## config.mk

```make
export PLATFORM = sky130hd
export DESIGN_NAME = icache_param
export DESIGN_NICKNAME = d
export VERILOG_FILES = /design/src/rtl/icache_param.sv
export SDC_FILE = /design/constraint.sdc
export NUM_CORES = 1
export LEC_CHECK = 0
export CAP_MARGIN = 20
export CORE_ASPECT_RATIO = 0.7
export CORE_MARGIN = 2
export CORE_UTILIZATION = 32
export CTS_CLUSTER_DIAMETER = 30
export DETAILED_ROUTE_END_ITERATION = 10
export PLACE_DENSITY = 0.47
export SLEW_MARGIN = 40
export SYNTH_ARGS = -nofsm -noshare
export SYNTH_HDL_FRONTEND = slang
export SYNTH_SLANG_ARGS = --single-unit
```

## constraint.sdc

```tcl
create_clock -name CLK -period 6.65 [get_ports CLK]
set_input_delay 0.665 -clock CLK [delete_from_list [all_inputs] [get_ports CLK]]
set_output_delay 0.665 -clock CLK [all_outputs]
set_load 0.02 [all_outputs]
```

## src/rtl/icache_param.sv

```systemverilog
// icache_param: parametrised direct-mapped instruction cache.
// A miss latches the missing line and a two-state FSM refills it one word
// per accepted memory beat. Data-side traffic stalls the refill, and a
// flush aborts any refill and invalidates every line.
module icache_param #(
  parameter int SETS  = 16,
  parameter int WORDS = 2
) (
  input  logic        CLK,
  input  logic        nRST,
  input  logic        iREN,
  input  logic [31:0] imemaddr,
  input  logic        dREN,
  input  logic        dWEN,
  input  logic        iflush,
  output logic        ihit,
  output logic [31:0] imemload,
  output logic        mem_iREN,
  output logic [31:0] mem_iaddr,
  input  logic        mem_iwait,
  input  logic [31:0] mem_iload
);
  localparam int IDX_W = $clog2(SETS);
  localparam int OFF_W = $clog2(WORDS);
  localparam int CNT_W = (OFF_W == 0) ? 1 : OFF_W;
  localparam int TAG_W = 30 - IDX_W - OFF_W;

  typedef enum logic {IDLE, FILL} state_t;

  state_t            r_state, w_state_nxt;
  logic [SETS-1:0]   r_valid;
  logic [TAG_W-1:0]  r_tag  [SETS];
  logic [31:0]       r_data [SETS][WORDS];
  logic [TAG_W-1:0]  r_miss_tag;
  logic [IDX_W-1:0]  r_miss_idx;
  logic [CNT_W-1:0]  r_cnt;

  logic [TAG_W-1:0]  w_tag;
  logic [IDX_W-1:0]  w_idx;
  logic [CNT_W-1:0]  w_off;
  logic              w_hit, w_miss, w_dbusy, w_last, w_accept;
  logic [31:0]       w_fill_addr;
  logic              w_unused_bits;

  assign w_tag = imemaddr[31 -: TAG_W];
  assign w_idx = imemaddr[2+OFF_W +: IDX_W];

  // Single-word blocks have no offset field; the counter is then a dummy bit.
  generate
    if (WORDS == 1) begin : g_off_w1
      assign w_off = '0;
    end else begin : g_off_wn
      assign w_off = imemaddr[2 +: OFF_W];
    end
  endgenerate

  assign w_unused_bits = ^imemaddr[1:0];

  assign w_hit   = iREN & r_valid[w_idx] & (r_tag[w_idx] == w_tag) & ~iflush;
  assign w_miss  = (r_state == IDLE) & iREN & ~w_hit & ~iflush;
  assign w_dbusy = dREN | dWEN;
  assign w_last  = (r_cnt == CNT_W'(WORDS - 1));
  // A beat is taken only when the bus is ours, memory is ready and no flush
  // is pending; a flush in the last-word cycle therefore loses the line.
  assign w_accept = (r_state == FILL) & ~w_dbusy & ~mem_iwait & ~iflush;

  assign w_fill_addr = {r_miss_tag, r_miss_idx, {(OFF_W+2){1'b0}}}
                     | {{(30-CNT_W){1'b0}}, r_cnt, 2'b00};

  // Next-state and output decode; refill address is only driven in FILL.
  always_comb begin
    w_state_nxt = r_state;
    ihit        = 1'b0;
    mem_iREN    = 1'b0;
    mem_iaddr   = '0;
    imemload    = r_data[w_idx][w_off];
    case (r_state)
      IDLE: begin
        ihit = w_hit;
        if (w_miss) w_state_nxt = FILL;
      end
      FILL: begin
        mem_iREN  = ~w_dbusy;
        mem_iaddr = w_fill_addr;
        if (iflush)                 w_state_nxt = IDLE;
        else if (w_accept & w_last) w_state_nxt = IDLE;
      end
      default: w_state_nxt = IDLE;
    endcase
  end

  // FSM state register.
  always_ff @(posedge CLK or negedge nRST) begin
    if (!nRST) r_state <= IDLE;
    else       r_state <= w_state_nxt;
  end

  // Valid bits: flush clears everything, a completed refill marks its set.
  always_ff @(posedge CLK or negedge nRST) begin
    if (!nRST)                  r_valid <= '0;
    else if (iflush)            r_valid <= '0;
    else if (w_accept & w_last) r_valid[r_miss_idx] <= 1'b1;
  end

  // Miss latch, refill counter, tag and data storage (not reset).
  always_ff @(posedge CLK) begin
    if (w_miss) begin
      r_miss_tag <= w_tag;
      r_miss_idx <= w_idx;
      r_cnt      <= '0;
    end
    if (w_accept) begin
      r_data[r_miss_idx][r_cnt] <= mem_iload;
      if (w_last) r_tag[r_miss_idx] <= r_miss_tag;
      else        r_cnt <= r_cnt + 1'b1;
    end
  end
endmodule

```

* After elaboration in Yosys (flattened, before gate mapping)
Memories as Yosys holds them, arrays and structs flattened.
Index checks and enable logic that the tools add are counted.
** Operators by class
- Add/subtract/negate cells :: 1
- Order comparisons :: 6
- Equal/unequal tests :: 1
- Muxes and demuxes :: 26
- Bitwise operators :: 20
- Reductions and logical operators :: 3
** Operators by type and width (number)
- $mux W32 :: 5
- $mux W64 :: 1
- $demux W32 S1 :: 1
- $mux W16 :: 2
- $or A32 B3 Y32 :: 1
- $eq A25 B25 Y1 :: 1
- $or A16 B16 Y16 :: 1
- $mux W1 :: 14
- $and A1 B1 Y1 :: 10
- $lt A4 B5 Y1 const B :: 2
- $not A1 Y1 :: 5
- $bmux W1 S4 :: 1
- $demux W1 S4 :: 1
- $ge A2 B2 Y1 const B :: 2
- $ge A4 B1 Y1 const B :: 1
- $not A1 Y2 :: 2
- $logic_and A1 B1 Y1 :: 2
- $lt A2 B1 Y1 const B :: 1
- $pmux W1 S2 :: 1
- $reduce_bool A2 Y1 :: 1
- $add A1 B1 Y1 const B :: 1
- $or A1 B1 Y1 :: 1
** Word-level totals
- Flip-flop bits (word level) :: 47
- Bits in writable memories :: 1424
- Output and inout bits :: 66
- Memories kept :: 2
** Memory list
- r_data :: words 16, bits a word 64, read ports 1, clocked after memory_dff 0, wr ports 1, RTL line 33 : logic [31:0] r_data [SETS][WORDS];
- r_tag :: words 16, bits a word 25, read ports 1, clocked after memory_dff 0, wr ports 1, RTL line 32 : logic [TAG_W-1:0] r_tag [SETS];

* Logic depth before layout (Yosys ltp)
- Word-level depth :: 11
- Gate-level depth with buffers :: 13

* Worst setup path after synthesis
Ideal clock, no wire load.
- Path type :: input-to-reg
- From :: in dWEN
- To :: mem r_data[0][0] (netlist bit), enable pin
- Setup time :: 544 ps
- Arrival :: 5419 ps
- Data required time :: 6106 ps
- Path slack :: 687 ps
- Stages on the path :: 6
- Buffers on the path :: 0
- Cells stage by stage :: nor2_1 nand2_1 nor3_1 nand2_1 or3_1 nor3_1
** On the way
- Cells in the longest elaborated chain, start to end :: 7
** Ends and longest elaborated chain
- start: declaration :: RTL line 14 : input logic dWEN,
- $or A1 B1 Y1 :: RTL line 61 : assign w_dbusy = dREN | dWEN;
- $not A1 Y1 :: RTL line 65 : assign w_accept = (r_state == FILL) & ~w_dbusy & ~mem_iwait & ~iflush;
- $and A1 B1 Y1 (3 in a row) :: RTL line 65
- $mux W1 :: RTL line 112 : if (w_accept) begin
- $mux W64 (not written as such) :: RTL line 113 : r_data[r_miss_idx][r_cnt] <= mem_iload;
- end: declaration :: RTL line 33
Every way passes these cells.

* Final worst setup path
- From :: in imemaddr[5]
- To :: out ihit
** On the way
- Cells in the longest elaborated chain, start to end :: 6
- Elaborated cells on any way between the ends :: 8
- Classes of those cells :: 1 x eq/ne; 3 x mux; 3 x bitwise; 1 x memory
** Ends and longest elaborated chain
- start: declaration :: RTL line 12 : input logic [31:0] imemaddr,
- parallel branches: the longest is 3 deep, another holds $mem_v2 Z16 W25
- $and A1 B1 Y1 * (2 in a row) :: RTL line 59 : assign w_hit = iREN & r_valid[w_idx] & (r_tag[w_idx] == w_tag) & ~iflush;
- $mux W1 * :: RTL line 77 : case (r_state)
- end: declaration :: RTL line 16 : output logic ihit,
Mark *: on every way between the ends. The select of a mux whose other input is x is not followed.

==> results.tsv <==
stage	metric	value	unit
status	status	finished, final reports clean	
sta	max_slew_margin	42.5	%
critical_path	crit_end	ihit	
sta	timing.fmax	0.197	GHz
cts	postCtsSetupBuffers	0	
sta	rsz0062_at_grt	false	
global_route	grt_max_degree	117	
cts	cts_hold_buf	0	
critical_path	reg2reg_to	r_miss_tag[16]	
routing	post_drt_wl_per_cell	27.4	um
critical_path	crit_path_end_kind	output port	
critical_path	required	5980	ps
critical_path	path_max_fanout	53	
floorplanning	fp.dieArea	181000	um^2
logic_synthesis	synth-edff-count	1453	
routing	antenna_left	0	
place	post-dp-hpwl	77500	um
logic_synthesis	synthArstFlopShare	1.16	%
critical_path	cp-startpoint	imemaddr[5]	
floorplanning	num_io_pins	137	
worst_hold_path	hold_path.class	input pin to flop	
cts	numCtsBuffers	294	
cts	cts_buffer_depth	4	
layout	drive_gt1_share	35.8	%
cts	cts_tree	done	
power_and_ir_drop	total_power	0.0255	W
run	drv_cap	0	
place	place_inst	4821	
layout	instances_no_fill	5335	
sta	setup_slack	1570	ps
routing	vias	26600	
critical_path	critPathKind	input pin to output port	
critical_path	reg2reg_from	r_tag[9][17]	
sta	fin_crit	5080	ps
routing	drt_iter0_drc	2202	
logic_synthesis	synthCells	2366	
cts	path_clk_slew	50	ps
power_and_ir_drop	pwr_density_cell	359	nW/um^2
power_and_ir_drop	ir_worst_vdd	0.221	mV
cts	clk_latency	880	ps
floorplanning	core_region_area	176000	um^2
global_route	grt_pass1_wl	208000	um
cts	cts_max_level	5	
cts	root_buffer	clkbuf_16	
sta	final_max_slew_viol_count	0	
sta	finalCritPeriodShare	76.4	%
place	gp_congestion	0.804	
layout	area_growth	25.4	%
logic_synthesis	synth_seq_cells	1471	
sta	finClkSkew	39.7	ps
critical_path	start_kind	input pin	
routing	drt_wl_total	146000	um
sta	hold_viol	0	
logic_synthesis	ys_warn_count	0	
global_route	grt_overflow	0	
critical_path	r2r_cells	7	
logic_synthesis	synthDistinctLibCells	65	
logic_synthesis	synth_area	56700	um^2
place	dp_worst_setup_slack	1450	ps
power_and_ir_drop	p_leak	22.8	nW
cts	clkSinkCount	1471	
logic_synthesis	synth_flop_cell	edfxtp_1	
sta	setup_tns	0	ps
place	port-buffer-count	132	
layout	fin_util	40.3	%
floorplanning	rows	129	
floorplanning	start_util	32.1	%
sta	worst_pin_slew	862	ps
global_route	grt.total_usage	16.2	%
logic_synthesis	avgSynthCellArea	24.0	um^2
routing	firstDrtPassIters	5	
global_route	grt_pass1_vias	28600	
critical_path	arrival	4410	ps
critical_path	r2r_slack	3320	ps
global_route	antenna_found_initial	11	
cts	cts_resized	0	
routing	via_per_inst	4.99	
routing	drcViolationCount	0	
logic_synthesis	yosysSeqAreaShare	77.7	%
sta	setup_viol	0	
floorplanning	fp.dieW	507	um
layout	nets	2835	
floorplanning	die_h	356	um
-- worst max-delay path: stages --
cell             delay (ps)
clkbuf_8                260
buf_16                  330
buf_4                   520
mux4_2                  400
mux2i_1                 180
mux2i_1                 140
xor2_1                  230
nor4bb_1                420
nand4_1                 180
nor4_2                  310
clkdlybuf4s50_1         650
-- metrics by stage --
step / cell area (um^2) / hold WS (ps)
2_1_floorplan: 56700 / 369
3_3_place_gp: 61200 / 468
3_5_place_dp: 61400 / 479
4_1_cts: 71100 / 144
5_1_grt: 71100 / 171
6_report: 71100 / 209
-- cells by family after synthesis --
family,count (synthesis),share of synthesized area (%)
buffers and inverters,128,1.13
XOR/XNOR,31,0.479
AO/OA/AOI/OAI,67,0.955
AND/OR/NAND/NOR,165,1.62
multiplexers,503,18.1
other,1,0.00661
flip-flops,1471,77.7
-- worst min-delay path by stage --
stage / from / end / slack [ps] / depth (start not counted)
after floorplan: nRST / r_state / 370 / 0
after detailed placement: r_valid[8] / r_valid[8] / 480 / 1
after global placement: r_valid[15] / r_valid[15] / 470 / 1
final: imemaddr[6] / r_miss_idx[3] / 210 / 1
after CTS: imemaddr[6] / r_miss_idx[3] / 140 / 1
after global routing: imemaddr[6] / r_miss_idx[3] / 170 / 1
-- layout make-up --
| type | count | area, um^2 |
|---|---|---|
| multi-input cells | 768 | 12200 |
| fillers | 15300 | 105000 |
| inverters | 6 | 27.5 |
| diodes | 1 | 2.50 |
| flip-flops and latches | 1471 | 44100 |
| well taps | 2358 | 2950 |
| clock inverters | 174 | 1980 |
| clock buffers | 334 | 7690 |
| repair buffers | 223 | 2160 |
-- Yosys cell counts, drive strengths merged, types with 4 or more instances --
library cell	count	share of area, %
mux4	410	16
a221oi	6	0.093
and2	33	0.37
nor4b	4	0.073
dfrtp	17	0.75
mux2i	44	0.78
mux2	49	0.97
nand2	19	0.13
buf	78	0.80
inv	5	0.033
xor2	11	0.17
a221o	6	0.11
clkbuf	44	0.29
nor2b	8	0.088
a22oi	5	0.066
o21a	17	0.23
nor3	18	0.16
nand2b	10	0.11
o22ai	9	0.099
nor2	39	0.26
or2	5	0.055
o221ai	5	0.088
edfxtp	1453	77
xnor2	20	0.31
nand3	7	0.062
-- flip-flops by register name, indices dropped and copies added (netlist names) --
signal	cells
r_miss_tag	25
r_tag	400
r_valid	16
r_state	1
r_cnt	1
r_miss_idx	4
r_data	1024
-- layer usage --
layer | wire length (um) | global-route usage, % | up-vias
li1 | - | - | 11100
met1 | 66200 | 22.8 | 14500
met2 | 69600 | 25.6 | 777
met3 | 7100 | 3.09 | 259
met4 | 3140 | 4.97 | 8
met5 | 53 | 0 | -
-- cells in the final DEF (no fill, tap or decap), drive strengths merged, types with 6 or more instances in the layout --
| cell type | instances |
|---|---|
| nor2 | 39 |
| dfrtp | 17 |
| clkbuf | 335 |
| nand2b | 10 |
| a221o | 6 |
| inv | 24 |
| xnor2 | 20 |
| nand2 | 19 |
| nand3 | 7 |
| clkinvlp | 26 |
| mux2i | 44 |
| xor2 | 11 |
| o22ai | 9 |
| clkinv | 94 |
| o21a | 17 |
| edfxtp | 1453 |
| bufinv | 36 |
| nor2b | 8 |
| and2 | 33 |
| a221oi | 6 |
| mux4 | 410 |
| clkdlybuf4s50 | 94 |
| buf | 127 |
| mux2 | 49 |
| nor3 | 18 |
-- power breakdown --
| part | internal [W] | switching (W) |
|---|---|---|
| logic | 0.000429 | 0.000531 |
| clock network | 0.00965 | 0.00463 |
| registers | 0.0102 | 0.0000356 |
Note: power is estimated with default switching activity, not from simulation.
